--- config.mk ---
export PLATFORM = sky130hd
export DESIGN_NAME = ibex_prefetch_buffer_nq
export DESIGN_NICKNAME = d
export VERILOG_FILES = /design/src/rtl/ibex_pkg.sv /design/src/rtl/ibex_prefetch_fifo.sv /design/src/rtl/ibex_prefetch_buffer_nq.sv
export SDC_FILE = /design/constraint.sdc
export NUM_CORES = 1
export LEC_CHECK = 0
export ABC_CLOCK_PERIOD_IN_PS = 10800
export CAP_MARGIN = 25
export CORE_MARGIN = 4
export CORE_UTILIZATION = 56
export DETAILED_ROUTE_END_ITERATION = 6
export DONT_BUFFER_PORTS = 1
export PLACE_DENSITY_LB_ADDON = 0.15
export SETUP_SLACK_MARGIN = 0.3
export SLEW_MARGIN = 20
export SYNTH_ARGS = -nofsm -noshare
export SYNTH_HDL_FRONTEND = slang
export SYNTH_SLANG_ARGS = --single-unit
--- constraint.sdc ---
create_clock -name clk_i -period 10.8 [get_ports clk_i]
set_input_delay 2.16 -clock clk_i [delete_from_list [all_inputs] [get_ports clk_i]]
set_output_delay 2.16 -clock clk_i [all_outputs]
set_load 0.02 [all_outputs]
--- src/rtl/ibex_pkg.sv ---
// Shared types for the instruction prefetch path.
package ibex_pkg;

    // One buffered instruction word with its fetch address and bus error flag.
    typedef struct packed {
        logic [31:0] rdata;
        logic [31:0] addr;
        logic        err;
    } fetch_entry_t;

    // Request FSM: IDLE may issue a new request; REQ_HELD waits for the grant.
    typedef enum logic {
        IDLE     = 1'b0,
        REQ_HELD = 1'b1
    } pf_state_e;

    function automatic logic [31:0] word_align(input logic [31:0] a);
        return {a[31:2], 2'b00};
    endfunction

endpackage

--- src/rtl/ibex_prefetch_fifo.sv ---
// Circular word FIFO for fetched instructions. Clear wins over push and pop.
module ibex_prefetch_fifo
    import ibex_pkg::*;
#(
    parameter int unsigned Depth = 2,
    parameter int unsigned CntW  = $clog2(Depth + 1)
) (
    input  logic            clk,
    input  logic            rst,
    input  logic            clear,
    input  logic            push,
    input  logic            pop,
    input  fetch_entry_t    entry_in,
    output fetch_entry_t    entry_out,
    output logic [CntW-1:0] count
);

    localparam int unsigned PW = (Depth > 1) ? $clog2(Depth) : 1;

    fetch_entry_t    mem [Depth];
    logic [PW-1:0]   rd_ptr, wr_ptr;
    logic [CntW-1:0] cnt;
    logic            do_push, do_pop;

    function automatic logic [PW-1:0] ptr_inc(input logic [PW-1:0] p);
        return (p == PW'(Depth - 1)) ? '0 : p + PW'(1);
    endfunction

    // Qualify push/pop: a full FIFO may still push if the head pops this cycle.
    always_comb begin
        do_pop  = pop && !clear && (cnt != '0);
        do_push = push && !clear && ((cnt != CntW'(Depth)) || do_pop);
    end

    // Pointers and occupancy.
    always_ff @(posedge clk) begin
        if (rst || clear) begin
            rd_ptr <= '0;
            wr_ptr <= '0;
            cnt    <= '0;
        end else begin
            if (do_push) wr_ptr <= ptr_inc(wr_ptr);
            if (do_pop)  rd_ptr <= ptr_inc(rd_ptr);
            case ({do_push, do_pop})
                2'b10:   cnt <= cnt + CntW'(1);
                2'b01:   cnt <= cnt - CntW'(1);
                default: cnt <= cnt;
            endcase
        end
    end

    // Storage needs no reset; the head is masked to zero while empty.
    always_ff @(posedge clk) begin
        if (do_push) mem[wr_ptr] <= entry_in;
    end

    assign entry_out = (cnt != '0) ? mem[rd_ptr] : '0;
    assign count     = cnt;

endmodule

--- src/rtl/ibex_prefetch_buffer_nq.sv ---
// Instruction prefetch buffer: counter-tracked outstanding/discarded requests
// feeding a word FIFO. Discarded in-flight words never reserve FIFO space.
module ibex_prefetch_buffer_nq
    import ibex_pkg::*;
#(
    parameter int unsigned NumReqs   = 2,
    parameter int unsigned FifoDepth = 2
) (
    input  logic        clk_i,
    input  logic        rst_i,
    input  logic        req_i,
    input  logic        branch_i,
    input  logic [31:0] addr_i,
    input  logic        branch_mispredict_i,
    input  logic [31:0] mispredict_addr_i,
    input  logic        ready_i,
    output logic        valid_o,
    output logic [31:0] rdata_o,
    output logic [31:0] addr_o,
    output logic        err_o,
    output logic        instr_req_o,
    input  logic        instr_gnt_i,
    output logic [31:0] instr_addr_o,
    input  logic [31:0] instr_rdata_i,
    input  logic        instr_err_i,
    input  logic        instr_rvalid_i,
    output logic        busy_o
);

    localparam int unsigned OW = $clog2(NumReqs + 1);
    localparam int unsigned FW = $clog2(FifoDepth + 1);

    pf_state_e     state_q, state_d;
    logic [31:0]   fetch_addr_q, held_addr_q, push_addr_q, target;
    logic          held_disc_q;
    logic [OW-1:0] out_cnt_q, disc_cnt_q, out_after;
    logic [FW-1:0] fifo_cnt;
    logic          redirect, room, issue, gnt, held_gnt, resp_drop, push, pop;
    fetch_entry_t  head, push_entry;

    // Redirect decode, response-adjusted outstanding count and FIFO room.
    always_comb begin
        redirect  = branch_i | branch_mispredict_i;
        target    = word_align(branch_i ? addr_i : mispredict_addr_i);
        out_after = (instr_rvalid_i && (out_cnt_q != '0)) ? out_cnt_q - OW'(1) : out_cnt_q;
        room      = (32'(fifo_cnt) + 32'(out_cnt_q) - 32'(disc_cnt_q)) < FifoDepth;
        resp_drop = instr_rvalid_i && (disc_cnt_q != '0);
        push      = instr_rvalid_i && !resp_drop;
    end

    // Request FSM: issue decision, bus request/address, next state.
    always_comb begin
        state_d      = state_q;
        issue        = 1'b0;
        instr_req_o  = 1'b0;
        instr_addr_o = word_align(fetch_addr_q);
        case (state_q)
            IDLE: begin
                issue        = req_i && (32'(out_after) < NumReqs) && (room || redirect);
                instr_req_o  = issue;
                instr_addr_o = redirect ? target : word_align(fetch_addr_q);
                if (issue && !instr_gnt_i) state_d = REQ_HELD;
            end
            REQ_HELD: begin
                instr_req_o  = 1'b1;
                instr_addr_o = held_addr_q;
                if (instr_gnt_i) state_d = IDLE;
            end
            default: state_d = IDLE;
        endcase
        if (rst_i) begin
            issue        = 1'b0;
            instr_req_o  = 1'b0;
            instr_addr_o = '0;
        end
    end

    assign gnt      = instr_req_o && instr_gnt_i;
    assign held_gnt = gnt && (state_q == REQ_HELD);

    // FSM state register.
    always_ff @(posedge clk_i) begin
        if (rst_i) state_q <= IDLE;
        else       state_q <= state_d;
    end

    // Counters and address registers.
    always_ff @(posedge clk_i) begin
        if (rst_i) begin
            out_cnt_q    <= '0;
            disc_cnt_q   <= '0;
            fetch_addr_q <= '0;
            held_addr_q  <= '0;
            held_disc_q  <= 1'b0;
            push_addr_q  <= '0;
        end else begin
            out_cnt_q <= out_after + OW'(gnt);
            // Everything still in flight at a redirect belongs to the old stream,
            // including a held request that happens to be granted right now.
            if (redirect) disc_cnt_q <= out_after + OW'(held_gnt);
            else          disc_cnt_q <= disc_cnt_q - OW'(resp_drop) + OW'(held_gnt && held_disc_q);
            if (redirect)   fetch_addr_q <= target + (issue ? 32'd4 : 32'd0);
            else if (issue) fetch_addr_q <= fetch_addr_q + 32'd4;
            if (issue) begin
                held_addr_q <= instr_addr_o;
                held_disc_q <= 1'b0;
            end else if (redirect && (state_q == REQ_HELD) && !instr_gnt_i) begin
                held_disc_q <= 1'b1;
            end
            if (redirect)  push_addr_q <= target;
            else if (push) push_addr_q <= push_addr_q + 32'd4;
        end
    end

    // Incoming response word tagged with its expected address.
    always_comb begin
        push_entry       = '0;
        push_entry.rdata = instr_rdata_i;
        push_entry.addr  = push_addr_q;
        push_entry.err   = instr_err_i;
    end

    assign valid_o = (fifo_cnt != '0) && !branch_mispredict_i;
    assign pop     = ready_i && valid_o;

    ibex_prefetch_fifo #(
        .Depth (FifoDepth)
    ) u_fifo (
        .clk       (clk_i),
        .rst       (rst_i),
        .clear     (redirect),
        .push      (push),
        .pop       (pop),
        .entry_in  (push_entry),
        .entry_out (head),
        .count     (fifo_cnt)
    );

    assign rdata_o = head.rdata;
    assign addr_o  = head.addr;
    assign err_o   = head.err;
    assign busy_o  = instr_req_o || (out_cnt_q != '0);

endmodule

==> metrics <==
post-DR wirelength/cell 20.27 um; WS Path Type primary input to output port; crit path DAT 3.75 ns; Synth Cell Area 11,720 sq um; Post-synth ARST share 0; initial DRC count 836; Hold Path Class flop to flop; Final Hold Vio Count 0; Top FF cell, synth edfxtp_1; drt pass-1 iters 5; RSZ-0062 raised after global routing no; FMAX 169.3 MHz; max-slew violation count 0; fillcell total 1,714; clk root buf clkbuf_16; Worst-Margin Slew 0.9838 ns; area taken by multi-input logic gates 5523 sq um; CP required 8.64 ns; DP HPWL 19,810 um; Slew HR 0.3434; min Tclk post-route 5.906 ns; first-pass GRT wire length 46,350 um; gpl congestion 0.8982; startpoint types primary input; core area 20,430 sq um; number of CTS-inserted buffers 24; worst-skew pair later-pin latency 0.52 ns; sequential cell area fraction in the yosys report 0.4987; CTS tree built; total congestion overflow 0; IR Drop Worst-Case VDD 0.1274 mV; cell row count 52; setup TNS 0 ns; Total GRT Usage 0.2425; final setup violation count 0; status finished, final reports clean; Ys Warns 0; commonest non-fill, non-tap cell in the layout nor2_1; Vias/cell 6.146; Critical Path Slowest Stage Cell a21oi_1; nets@finish 1,268; antenna violations before repair 0; total clock sinks 229; synth unique cells 75; Cells after Synth 1,187; clock-pin slew on the worst setup and hold paths 0.06 ns; Clock Skews 0.01834 ns; Seq cells post-synth 229; antenna viol nets, final 0; Gates resized, CTS repair 0; final worst-path cycle share 0.5468; CP max FO 52; hold slack final 0.4612 ns; Final WS setup 4.894 ns; Port Buffers 0; Routed WL 29,150 um; die extent in x 152.7 um; Initial Util 0.5737; Via Count 8,838; htree depth 1; share of cells above drive strength 1 0.07106; critical path, cell by cell nor2_4 -> buf_4 -> nor2_1 -> or3_1 -> a21oi_1; DR DRC count 0; P&R area growth vs syn 8.337%; Avg Cell Area, Syn 9.875 sq um; PD cells 190.1 nW/um^2; pre-CTS WS 4.899 ns; register area 5849 sq um; largest net degree at the start of global routing 83; Pleak 4.266 nW; IO Count 205; Die H 152.7 um; DIE AREA 23,310 sq um; Max Root-Sink Buffers 3; Max stage delay on crit path 0.49 ns; Max Cap Viol 0; Post-CTS Setup Repair Bufs 0; vias in the first global route 8,401; EDFF count, synth 126; most frequent cells in the layout nor2_1, edfxtp_1, dfxtp_1; Post-CTS Hold Buffers 0; Antenna diodes 0; CP Capture Type output port
==> power breakdown <==
group	leakage, nW	internal (mW)	total, mW	switching, mW
Clock	0.411	0.527	0.865	0.337
Sequential	2.00	1.01	1.07	0.0597
Combinational	1.85	0.153	0.477	0.324
==> sequential cells by signal (all words and copies together) (netlist names), named ones only <==
signal	cells
state_q	1
u_fifo.mem	126
held_addr_q	32
push_addr_q	30
out_cnt_q	2
fetch_addr_q	30
u_fifo.count	2
u_fifo.wr_ptr	1
disc_cnt_q	2
u_fifo.rd_ptr	1
held_disc_q	1
==> final cells by class <==
class | count | area share
Multi-Input combinational cell | 869 | 0.4349
Clock inverter | 13 | 0.01379
Sequential cell | 229 | 0.4606
Clock buffer | 31 | 0.05183
Timing Repair Buffer | 10 | 0.007488
Tap cell | 270 | 0.02660
Inverter | 16 | 0.004730
==> cell usage after synthesis (3+ instances only) <==
| master | number | area, sq um |
|---|---|---|
| a211oi_1 | 42 | 315.3 |
| a21oi_1 | 52 | 260.3 |
| a31oi_1 | 3 | 18.77 |
| and2_1 | 9 | 56.30 |
| and3_1 | 12 | 75.07 |
| and4_1 | 6 | 52.55 |
| buf_1 | 11 | 41.29 |
| buf_2 | 13 | 65.06 |
| buf_4 | 5 | 37.54 |
| clkbuf_1 | 44 | 165.2 |
| dfxtp_1 | 103 | 2062 |
| edfxtp_1 | 126 | 3784 |
| ha_1 | 11 | 137.6 |
| inv_1 | 16 | 60.06 |
| mux2_2 | 9 | 101.4 |
| mux2i_1 | 84 | 840.8 |
| nand2_1 | 98 | 367.9 |
| nand2b_1 | 4 | 25.02 |
| nand3_1 | 40 | 200.2 |
| nand3b_1 | 6 | 45.04 |
| nand4_1 | 31 | 193.9 |
| nand4b_1 | 5 | 43.79 |
| nor2_1 | 195 | 732.0 |
| nor2b_1 | 6 | 37.54 |
| nor3_1 | 18 | 90.09 |
| nor3b_1 | 5 | 37.54 |
| nor4_1 | 5 | 31.28 |
| o211ai_1 | 5 | 37.54 |
| o21a_1 | 3 | 22.52 |
| o21ai_0 | 49 | 245.2 |
| o22ai_1 | 14 | 87.58 |
| o311ai_1 | 3 | 26.28 |
| or2_2 | 3 | 18.77 |
| or3_1 | 24 | 150.1 |
| xnor2_1 | 30 | 262.8 |
| xor2_1 | 44 | 385.4 |
==> critical path: cells and delay by family <==
kind,cells,cell delay [ns]
AND/OR/NAND/NOR,3,0.60
AO/OA/AOI/OAI,1,0.49
buffers and inverters,1,0.48
==> layer usage <==
metal,global-route usage,wire length (um),vias up
met1,0.3376,12510,4146
met3,0.05510,2513,63
met4,0.1061,1241,0
met5,0,0,-
met2,0.3652,12890,398
li1,-,-,4231
==> cells by family after synthesis <==
family,count (synthesis),synth area share
flip-flops,229,0.4987
AND/OR/NAND/NOR,483,0.2021
buffers and inverters,90,0.03245
adder cells (fa/ha/maj),13,0.01516
multiplexers,93,0.08038
other,1,0.0003199
AO/OA/AOI/OAI,204,0.1156
XOR/XNOR,74,0.05529
==> final timing paths <==
path | endpoint | from | depth (start not counted) | slack [ns]
max | instr_addr_o[2] | branch_mispredict_i | 5 | 4.89
min reg2reg | held_addr_q[2]$_SDFFE_PP0P_ | held_addr_q[2]$_SDFFE_PP0P_ | 2 | 0.46
max reg2reg | fetch_addr_q[25]$_SDFFE_PP0P_ | disc_cnt_q[1]$_SDFF_PP0_ | 14 | 6.43
min | held_addr_q[2]$_SDFFE_PP0P_ | held_addr_q[2]$_SDFFE_PP0P_ | 2 | 0.46
==> metrics by stage <==
| stage | area (sq um) | total power [mW] | utilization | std cells |
|---|---|---|---|---|
| after floorplan | 11730 | 1.458 | - | 1188 |
| after global placement | 11840 | 1.550 | 0.5794 | 1393 |
| after detailed placement | 11840 | 1.562 | 0.5794 | 1393 |
| after CTS | 12670 | 2.427 | 0.6202 | 1437 |
| after global routing | 12700 | 2.533 | 0.6216 | 1438 |
| final | 12700 | 2.414 | 0.6216 | 1438 |
Power figures use the tool's default switching activity.
